**src/rtl/conv_ctrl_sequencer.sv**
```systemverilog
// Fetch/decode/execute controller for the convolution processor.
// Sequences IR load, PC update, ALU, register-file write and data-memory
// handshakes from the opcode field, and counts retired instructions.
// Optional build macro CONV_CTRL_MEM_TIMEOUT_EN adds a MEM_WAIT watchdog
// that aborts into a sticky error state when mem_ack never arrives.

module conv_ctrl_sequencer #(
  parameter int unsigned OP_W    = 4,
  parameter int unsigned TIMEOUT = 16,
  parameter int unsigned CNT_W   = 16
) (
  input  logic             clk,
  input  logic             rst_n,
  input  logic             start,
  input  logic [OP_W-1:0]  opcode,
  input  logic             zero_flag,
  input  logic             mem_ack,
  output logic             ir_load,
  output logic             pc_inc,
  output logic             pc_wen,
  output logic             alu_en,
  output logic             reg_we,
  output logic             mem_req,
  output logic             mem_we,
  output logic             complete,
  output logic             busy,
  output logic             err,
  output logic [CNT_W-1:0] instr_count
);

  typedef enum logic [2:0] {
    StIdle,
    StFetch,
    StDecode,
    StExec,
    StMemWait,
    StWb,
    StHalt,
    StErr
  } state_e;

  localparam logic [OP_W-1:0] OpAlu   = OP_W'(1);
  localparam logic [OP_W-1:0] OpLoad  = OP_W'(2);
  localparam logic [OP_W-1:0] OpStore = OP_W'(3);
  localparam logic [OP_W-1:0] OpJmp   = OP_W'(4);
  localparam logic [OP_W-1:0] OpJz    = OP_W'(5);
  localparam logic [OP_W-1:0] OpJnz   = OP_W'(6);
  localparam logic [OP_W-1:0] OpHalt  = OP_W'(7);

  state_e          state_q, state_d;
  logic [OP_W-1:0] op_q, op_d;

`ifdef CONV_CTRL_MEM_TIMEOUT_EN
  // Counter value seen on the TIMEOUT-th MEM_WAIT cycle (first cycle sees 0).
  localparam logic [7:0] TmoLast = 8'(TIMEOUT - 1);

  logic [7:0] tmo_q, tmo_d;

  // Watchdog counter register.
  always_ff @(posedge clk or negedge rst_n) begin
    if (!rst_n) begin
      tmo_q <= '0;
    end else begin
      tmo_q <= tmo_d;
    end
  end

  assign err = (state_q == StErr);
`else
  logic [7:0] unused_timeout;
  assign unused_timeout = 8'(TIMEOUT);
  assign err            = 1'b0;
`endif

  // State and latched opcode registers.
  always_ff @(posedge clk or negedge rst_n) begin
    if (!rst_n) begin
      state_q <= StIdle;
      op_q    <= '0;
    end else begin
      state_q <= state_d;
      op_q    <= op_d;
    end
  end

  // Next-state and strobe decode from state and latched opcode.
  always_comb begin
    state_d = state_q;
    op_d    = op_q;
    ir_load = 1'b0;
    pc_inc  = 1'b0;
    pc_wen  = 1'b0;
    alu_en  = 1'b0;
    reg_we  = 1'b0;
    mem_req = 1'b0;
    mem_we  = 1'b0;
`ifdef CONV_CTRL_MEM_TIMEOUT_EN
    tmo_d   = tmo_q;
`endif
    unique case (state_q)
      StIdle: begin
        if (start) state_d = StFetch;
      end
      StFetch: begin
        ir_load = 1'b1;
        state_d = StDecode;
      end
      StDecode: begin
        op_d = opcode;
        case (opcode)
          OpLoad, OpStore: state_d = StMemWait;
          OpHalt:          state_d = StHalt;
          default:         state_d = StExec;
        endcase
`ifdef CONV_CTRL_MEM_TIMEOUT_EN
        tmo_d = '0;
`endif
      end
      StExec: begin
        state_d = StFetch;
        case (op_q)
          OpAlu: begin
            alu_en  = 1'b1;
            state_d = StWb;
          end
          OpJmp: pc_wen = 1'b1;
          OpJz: begin
            pc_wen = zero_flag;
            pc_inc = ~zero_flag;
          end
          OpJnz: begin
            pc_wen = ~zero_flag;
            pc_inc = zero_flag;
          end
          // NOP and unassigned opcodes just step the PC.
          default: pc_inc = 1'b1;
        endcase
      end
      StMemWait: begin
        mem_req = 1'b1;
        mem_we  = (op_q == OpStore);
        // An ack on the final allowed cycle takes priority over the timeout.
        if (mem_ack) state_d = StWb;
`ifdef CONV_CTRL_MEM_TIMEOUT_EN
        else if (tmo_q == TmoLast) state_d = StErr;
        else tmo_d = tmo_q + 8'd1;
`endif
      end
      StWb: begin
        pc_inc  = 1'b1;
        reg_we  = (op_q == OpAlu) || (op_q == OpLoad);
        state_d = StFetch;
      end
      StHalt:  state_d = StHalt;
      StErr:   state_d = StErr;
      default: state_d = StIdle;
    endcase
  end

  assign complete = (state_q == StHalt) || (state_q == StErr);
  assign busy     = (state_q != StIdle) && (state_q != StHalt) && (state_q != StErr);

  // Retired-instruction counter; saturates instead of wrapping.
  always_ff @(posedge clk or negedge rst_n) begin
    if (!rst_n) begin
      instr_count <= '0;
    end else if ((pc_inc || pc_wen) && (instr_count != {CNT_W{1'b1}})) begin
      instr_count <= instr_count + CNT_W'(1);
    end
  end

endmodule

```
**config.mk**
```make
export PLATFORM = sky130hd
export DESIGN_NAME = conv_ctrl_sequencer
export DESIGN_NICKNAME = d
export VERILOG_FILES = /design/src/rtl/conv_ctrl_sequencer.sv
export SDC_FILE = /design/constraint.sdc
export NUM_CORES = 1
export LEC_CHECK = 0
export ABC_AREA = 1
export CORE_MARGIN = 8
export CORE_UTILIZATION = 35
export DETAILED_ROUTE_END_ITERATION = 16
export PLACE_DENSITY_LB_ADDON = 0.15
export REMOVE_ABC_BUFFERS = 1
export SYNTH_ARGS = -nofsm -noshare
export SYNTH_HDL_FRONTEND = slang
export SYNTH_SLANG_ARGS = --single-unit
```
**constraint.sdc**
```tcl
create_clock -name clk -period 3.2 [get_ports clk]
set_input_delay 0.64 -clock clk [delete_from_list [all_inputs] [get_ports clk]]
set_output_delay 0.64 -clock clk [all_outputs]
set_load 0.1 [all_outputs]
```
==> results of run 1 <==
-- metal layers --
layer	wire length, um	track usage (%)
met5	0	0
met2	1890	22.3
met3	151	2.30
met4	45	3.68
met1	1600	13.1
-- power by group through the flow --
stage / Sequential (W) / Combinational (W) / Clock (W)
6_report: 0.000290 / 0.0000244 / 0.000184
5_1_grt: 0.000290 / 0.0000278 / 0.000209
4_1_cts: 0.000290 / 0.0000252 / 0.000195
3_5_place_dp: 0.000296 / 0.0000252 / 0
3_3_place_gp: 0.000296 / 0.0000251 / 0
2_1_floorplan: 0.000296 / 0.00000698 / 0
-- Yosys cell counts, drive strengths merged --
cell | count | area share, %
nand2 | 83 | 21
nand3 | 34 | 12
nor2 | 26 | 7.6
dfrtp | 23 | 38
inv | 23 | 5.7
nand4 | 7 | 3.3
o21ai | 6 | 2.0
a21oi | 4 | 1.3
xnor2 | 4 | 2.3
buf | 3 | 1.6
xor2 | 3 | 1.7
nor3 | 2 | 0.66
clkbuf | 1 | 0.25
conb | 1 | 0.25
ha | 1 | 0.82
nor4 | 1 | 0.41
o22ai | 1 | 0.41
o31ai | 1 | 0.49
-- registers in the layout, indices dropped and copies added (netlist names) --
name	count
instr_count	16
op_q	4
state_q	3
-- worst paths after layout --
path / end / slack (ns) / depth (start not counted)
setup / recovery: pc_inc / 0.81 / 7
setup reg to reg: instr_count[12] / 1.28 / 9
hold reg to reg: instr_count[14] / 0.56 / 2
hold / removal: instr_count[14] / 0.56 / 2
max in group asynchronous: op_q[0] / 2.25 / 2
min in group asynchronous: instr_count[10] / 0.72 / 2
-- area by class of cell --
type,instances,area [um^2],area share [%]
Timing Repair Buffer,35,308,16.1
Multi-Input combinational cell,174,832,43.5
Clock buffer,4,45.0,2.36
Tap cell,52,65.1,3.40
Sequential cell,23,576,30.1
Inverter,23,86.3,4.52
-- cells by family after synthesis --
logic type      Yosys count  synth area share [%]
xor+xnor                  7                  4.03
fa+ha+maj                 1                 0.822
simple gates            153                  45.4
other cells               1                 0.246
flops                    23                  37.8
buf+inv                  27                  7.48
compound gates           12                  4.19
-- placed cells by master (no fill, tap or decap), drive strengths merged --
cell type,n
a21oi,4
nor3,2
conb,1
dfrtp,23
buf,27
ha,1
xnor2,4
nand2,83
o31ai,1
clkdlybuf4s50,8
o21ai,6
nor2,26
nor4,1
nand3,34
clkbuf,4
o22ai,1
nand4,7
inv,23
xor2,3
-- critical path, cell delays in order --
cell,delay (ns)
sky130_fd_sc_hd__clkdlybuf4s50_1,0.51
sky130_fd_sc_hd__inv_1,0.06
sky130_fd_sc_hd__nand3_1,0.08
sky130_fd_sc_hd__nand2_1,0.05
sky130_fd_sc_hd__nand2_1,0.09
sky130_fd_sc_hd__nand3_1,0.13
sky130_fd_sc_hd__buf_12,0.19
-- metrics by stage --
step	hold slack [ns]	cells	cell area, um^2	setup TNS, ns
3_5_place_dp	0.544	307	1870	0
4_1_cts	0.565	311	1910	0
5_1_grt	0.627	311	1910	0
2_1_floorplan	0.344	220	1490	-0.933
6_report	0.560	311	1910	0
3_3_place_gp	0.542	307	1870	0
==> impl_summary.md, run 1 <==
Run status
The flow ran to the end, and the final reports show no timing, DRC or antenna violations.

CTS
The TritonCTS clock tree is built. The number of sinks driven by the clock tree is 23. No sink is reached through more buffers than the 2 on the longest clock path. The number of levels the H-tree was split into is 1. The number of buffers inserted for hold repair after clock tree synthesis is 0. TritonCTS created 3 clock buffers. The count of cells resized by post-cts repair is 0. The register clock-pin slew on the reported worst setup and hold paths is 0.08 ns.

The number of setup buffers added after CTS is 0. The clock insertion delay at the later pin of the skew report is 0.26 ns. The root buffer cell is sky130_fd_sc_hd__clkbuf_8.

Worst setup path
In this run the critical register-to-register path is launched from instr_count[0]. STA puts the critical path data arrival time at 1.75 ns. At the worst endpoint, the required time is 2.56 ns. STA classifies the critical path endpoint as an output pin. The worst setup path startpoint is zero_flag.

The worst-path maximum fanout is 3. The sort of element at the start of the critical path is an input port. The critical setup path kind is in -> out.

Layout
The layout overhead on the synthesized area is 25.7%. The filler cells instantiated in the layout total 453. The share of layout cells above drive strength 1 is 15.1%. The net count of the finished layout is 270. The antenna diode instance count is 0. For this run, the share of the core covered by cells in the final layout is 44.8%.

Place
The number of buffers added on ports is 33. Timing analysis after detailed placement gives a worst setup slack of 0.818 ns. Detailed placement finished with a half-perimeter wire length of 2.87 mm. The congestion estimate from routability-driven global placement came to 0.815.

Power
The share of total power dissipated in combinational logic is 4.9%. The total power of the final layout is 0.000499 W. The switching part of the total power is 21.9%.

The analysis attributes to net switching a power of 0.000109 W. Sequential cells burn 58.2% of the power. The ratio of total power to cell area is 261 mW/mm^2. Across the VDD grid, the largest voltage drop is 0.117 mV. The internal power of the cells totals 0.000389 W. The part of the total power dissipated in the clock network is 36.9%. The static leakage power is 0.951 nW.

Min path
The startpoint identified for the worst hold timing path is instr_count[14]. In this run the worst hold path is classified as reg -> reg.

Global routing
The total global routing track utilization is 11.9%. The first-pass GRT wire length is 6.43 mm. The via count of the first global-routing pass is 1,502. The number of antenna violations at the first check in global routing is 0. The sum of overflow across all layers after global routing is 0. The largest net degree at the start of global routing is 24.

Detailed routing
The iteration-0 DRC count of the detailed router is 79. The first detailed-routing pass took 4 iterations. The mean routed wirelength per cell is 11.9 um.

The final route contains 1,495 vias. The routed design has 3.69 mm of wire. After detailed routing, the number of remaining DRC violations is 0. The via density per instance is 4.81. Once detail routing completed, the nets flagged for antenna violations numbered 0.

Synthesis
The number of instances in the synthesized netlist is 224. After synthesis, the mean cell area works out to 6.79 um^2. The number of unique standard cell types used by synthesis is 28.

The sequential fraction of the synthesis area is 37.8%. The number of storage elements in the synthesis netlist is 23. In this run the cell area of the synthesized design comes to 0.00152 mm^2. The yosys synthesis warning count is 0.

STA
The count of endpoints failing hold in the final timing report is 0. For the finished layout, the period the worst path requires is 2.39 ns. The maximum clock frequency is 418 MHz. The final worst clock skew is 0.00174 ns. In the finished design, the share of the clock period the worst path needs comes to 74.7%. Setup repair after global routing left no endpoint under its margin. The number of pins with negative max-slew slack in the final report came to 0.

The final setup slack of the worst path is 0.810 ns. Setup violations remaining at the end of the flow were counted as 0.

Die
In this run the vertical extent of the chip is 81.9 um. The number of placement rows is 24. The placeable core area is 0.00426 mm^2. The floorplan step set the die width to 81.9 um. For this configuration, the core starts out at a cell density of 35.7%. The count of boundary I/O pins is 35. The die covers 0.00671 mm^2.

Job
Max-cap violations in this run came to 0.
(Power assumes the default switching activity.)
==> run 2: changes to the inputs <==
- clock period: 3.2 -> 2.2 ns (I/O delays scaled with it)
==> run 2 against run 1 <==
Register-to-register slack got worse by 0.98 ns; first-iteration DRC count rose by 8.9%; via count rose by 1.8%; combinational power rose by 47%; clock skew rose by 0.0015 ns; sequential share of layout area fell by 1.5 points; critical path type is now reg -> out; critical endpoint is now mem_we; largest cell class unchanged.
==> impl_summary.md, run 2 (synthesis results as in run 1) <==
Layout
The final design utilization is 47.2% (+2.4 points). The number of filler instances in the final layout is 421 (-7.1%). The post-layout instance area came to 0.00201 mm^2 (+5.4%). The antenna diode instance count is 0 (unchanged). The area taken by multi-input logic gates is 838 um^2 (+0.75%). The count of placed standard cells in the final layout, fillers left out is 312 (+0.32%). The register area was 576 um^2 (unchanged). The net count of the finished layout is 271 (+0.37%). The share of layout cells above drive strength 1 is 16.2% (+1.1 points). From synthesis to final layout, the design area changed by 32.4%. The largest registers in the layout are instr_count x16, op_q x4, state_q x3. The library cell used most frequently in the layout, excluding fill and tap cells, is sky130_fd_sc_hd__nand2_1. More flip-flops sit in one register than any other, and that register is instr_count. The flip-flop count of the largest register after layout came to 16 (unchanged). Leaving out fill and tap cells, the most frequent cells in the layout are 81 x sky130_fd_sc_hd__nand2_1, 32 x sky130_fd_sc_hd__nand3_1, 23 x sky130_fd_sc_hd__nor2_1, 23 x sky130_fd_sc_hd__dfrtp_1, 22 x sky130_fd_sc_hd__inv_1.

Worst setup path
The arrival time at the worst endpoint was 1.57 ns (-0.18 ns). The slowest stage of the critical path is the sky130_fd_sc_hd__dfrtp_1 cell. The worst register-to-register path begins at instr_count[0]. The worst-case register-to-register setup slack is 0.30 ns (-0.98 ns).

The worst setup path startpoint is state_q[0]. The data required time of the worst path is 1.76 ns (-0.80 ns). Traced cell by cell, the critical path runs through nor2_1 > nand2_1 > nor4_2 > buf_4 > buf_12. The worst-path maximum fanout came to 6 (+3).

The setup path with the least slack is of type reg -> out. The largest incremental delay on the critical path is 0.44 ns (-0.07 ns). The sort of element at the start of the critical path is a register. The worst reg-to-reg path cell count is 9 (unchanged).

The kind of end point of the critical path is an output pin. In this run the critical register-to-register path is captured at instr_count[2].

STA
Setup repair after global routing left no endpoint under its margin. After layout, the worst path uses 91.2% of the clock period. The tightest hold margin is 0.522 ns (-0.0382 ns). The maximum clock frequency is 499 MHz.

The number of pins with negative max-slew slack in the final report is 0 (unchanged). The final-report setup violation count is 0 (unchanged). The count of endpoints failing hold in the final timing report was 0 (unchanged). The post-route minimum period is 2.01 ns. The final worst clock skew was 0.00321 ns (+0.00147 ns). The setup TNS was 0 ns (unchanged).

Detailed routing
The total wire length after detailed routing is 3.83 mm (+3.9%). The total number of vias is 1,522 (+1.8%). The via density per instance is 4.88 (+1.5%).

The mean routed wirelength per cell came to 12.3 um (+3.6%). The number of iterations in the first detailed-routing pass was 4 (unchanged). The count of nets left with antenna violations after detail routing is 0 (unchanged). The number of design rule violations left after detail routing came to 0 (unchanged). The iteration-0 DRC count of the detailed router is 86 (+8.9%).

CTS
The number of levels the H-tree was split into was 1 (unchanged). The count of cells resized by post-cts repair is 0 (unchanged). The post-CTS setup-driven buffer insertion count is 0 (unchanged). The number of CTS-inserted buffers is 3 (unchanged). The root buffer cell is sky130_fd_sc_hd__clkbuf_8. The clock insertion delay at the later pin of the skew report is 0.27 ns (about the same). The number of buffers inserted for hold repair after clock tree synthesis was 0 (unchanged). The number of sinks driven by the clock tree is 23 (unchanged). The TritonCTS clock tree is built.

The maximum buffer depth of the clock tree was 2 (unchanged). The register clock-pin slew on the reported worst setup and hold paths is 0.09 ns (about the same).

Global routing
The number of antenna violations at the first check in global routing is 0 (unchanged). The via count of the first global-routing pass was 1,441 (-4.1%). The largest net degree at the start of global routing is 24 (unchanged). The total global routing track utilization is 12.4% (+0.50 points). The first-pass GRT wire length is 6.62 mm (+3.0%).

The sum of overflow across all layers after global routing is 0 (unchanged).

Place
The detailed placement HPWL is 2.90 mm (+1.1%). The number of buffers added on ports is 33 (unchanged). The total instance count after detailed placement is 308 (+0.33%). The post-place instance area was 0.00196 mm^2 (+5.1%).

The placer congestion estimate is 0.798 (-2.0%).

Die
The number of placement rows is 24 (unchanged). The total die area is 0.00671 mm^2 (unchanged). The horizontal die dimension is 81.9 um (unchanged). The count of boundary I/O pins is 35 (unchanged). The placeable core area came to 0.00426 mm^2 (unchanged). The vertical extent of the die is 81.9 um (unchanged). The initial cell density of the core is 35.7% (unchanged).

Job
The total of max-cap violations is 0 (unchanged).

Power
The largest vdd supply drop is 0.159 mV (+36%). The static leakage power came to 0.982 nW (+3.2%). The ratio of total power to cell area is 364 mW/mm^2 (+39%).

Run status
The run finished with clean final reports.

Min path
The worst hold path belongs to the class in -> async.
[run 2: worst max-delay path, delay by kind of cell (launching register included)]
family	cells	cell delay [ns]
simple gates	3	0.53
buf+inv	2	0.32
flops	1	0.44
[run 2: final cells by class]
cell class,count,area share (%)
multi-input combinational,174,41.6
clock inverter,1,0.248
tap,52,3.23
sequential,23,28.6
timing repair buffer,36,20.0
clock buffer,3,2.05
inverter,23,4.29
[run 2: metal layers]
| metal | track usage (%) | part of all wire, % | vias up |
|---|---|---|---|
| met5 | 0 | 0 | - |
| met4 | 5.44 | 1.9 | 0 |
| met3 | 3.06 | 5.7 | 7 |
| met2 | 20.6 | 49 | 28 |
| met1 | 14.8 | 44 | 698 |
| li1 | - | - | 789 |
[run 2: through the flow]
stage	total power, W	setup slack [ns]
floorplan	0.000441	-1.73
global placement	0.000467	0.245
detailed placement	0.000467	0.213
CTS	0.000747	0.162
global route	0.000769	0.0236
finish	0.000733	0.195
[run 2: how the worst max path moves through the flow]
| stage | endpoint | slack, ns |
|---|---|---|
| 2_1_floorplan | mem_we | -1.73 |
| 3_3_place_gp | pc_inc | 0.25 |
| 3_5_place_dp | pc_inc | 0.21 |
| 4_1_cts | mem_we | 0.16 |
| 5_1_grt | mem_we | 0.02 |
| 6_report | mem_we | 0.19 |
[run 2: power by group]
part	switching (W)	internal (W)
registers	0	0.000422
clock network	0.000148	0.000127
logic	0.0000212	0.0000146
total	0.000169	0.000564
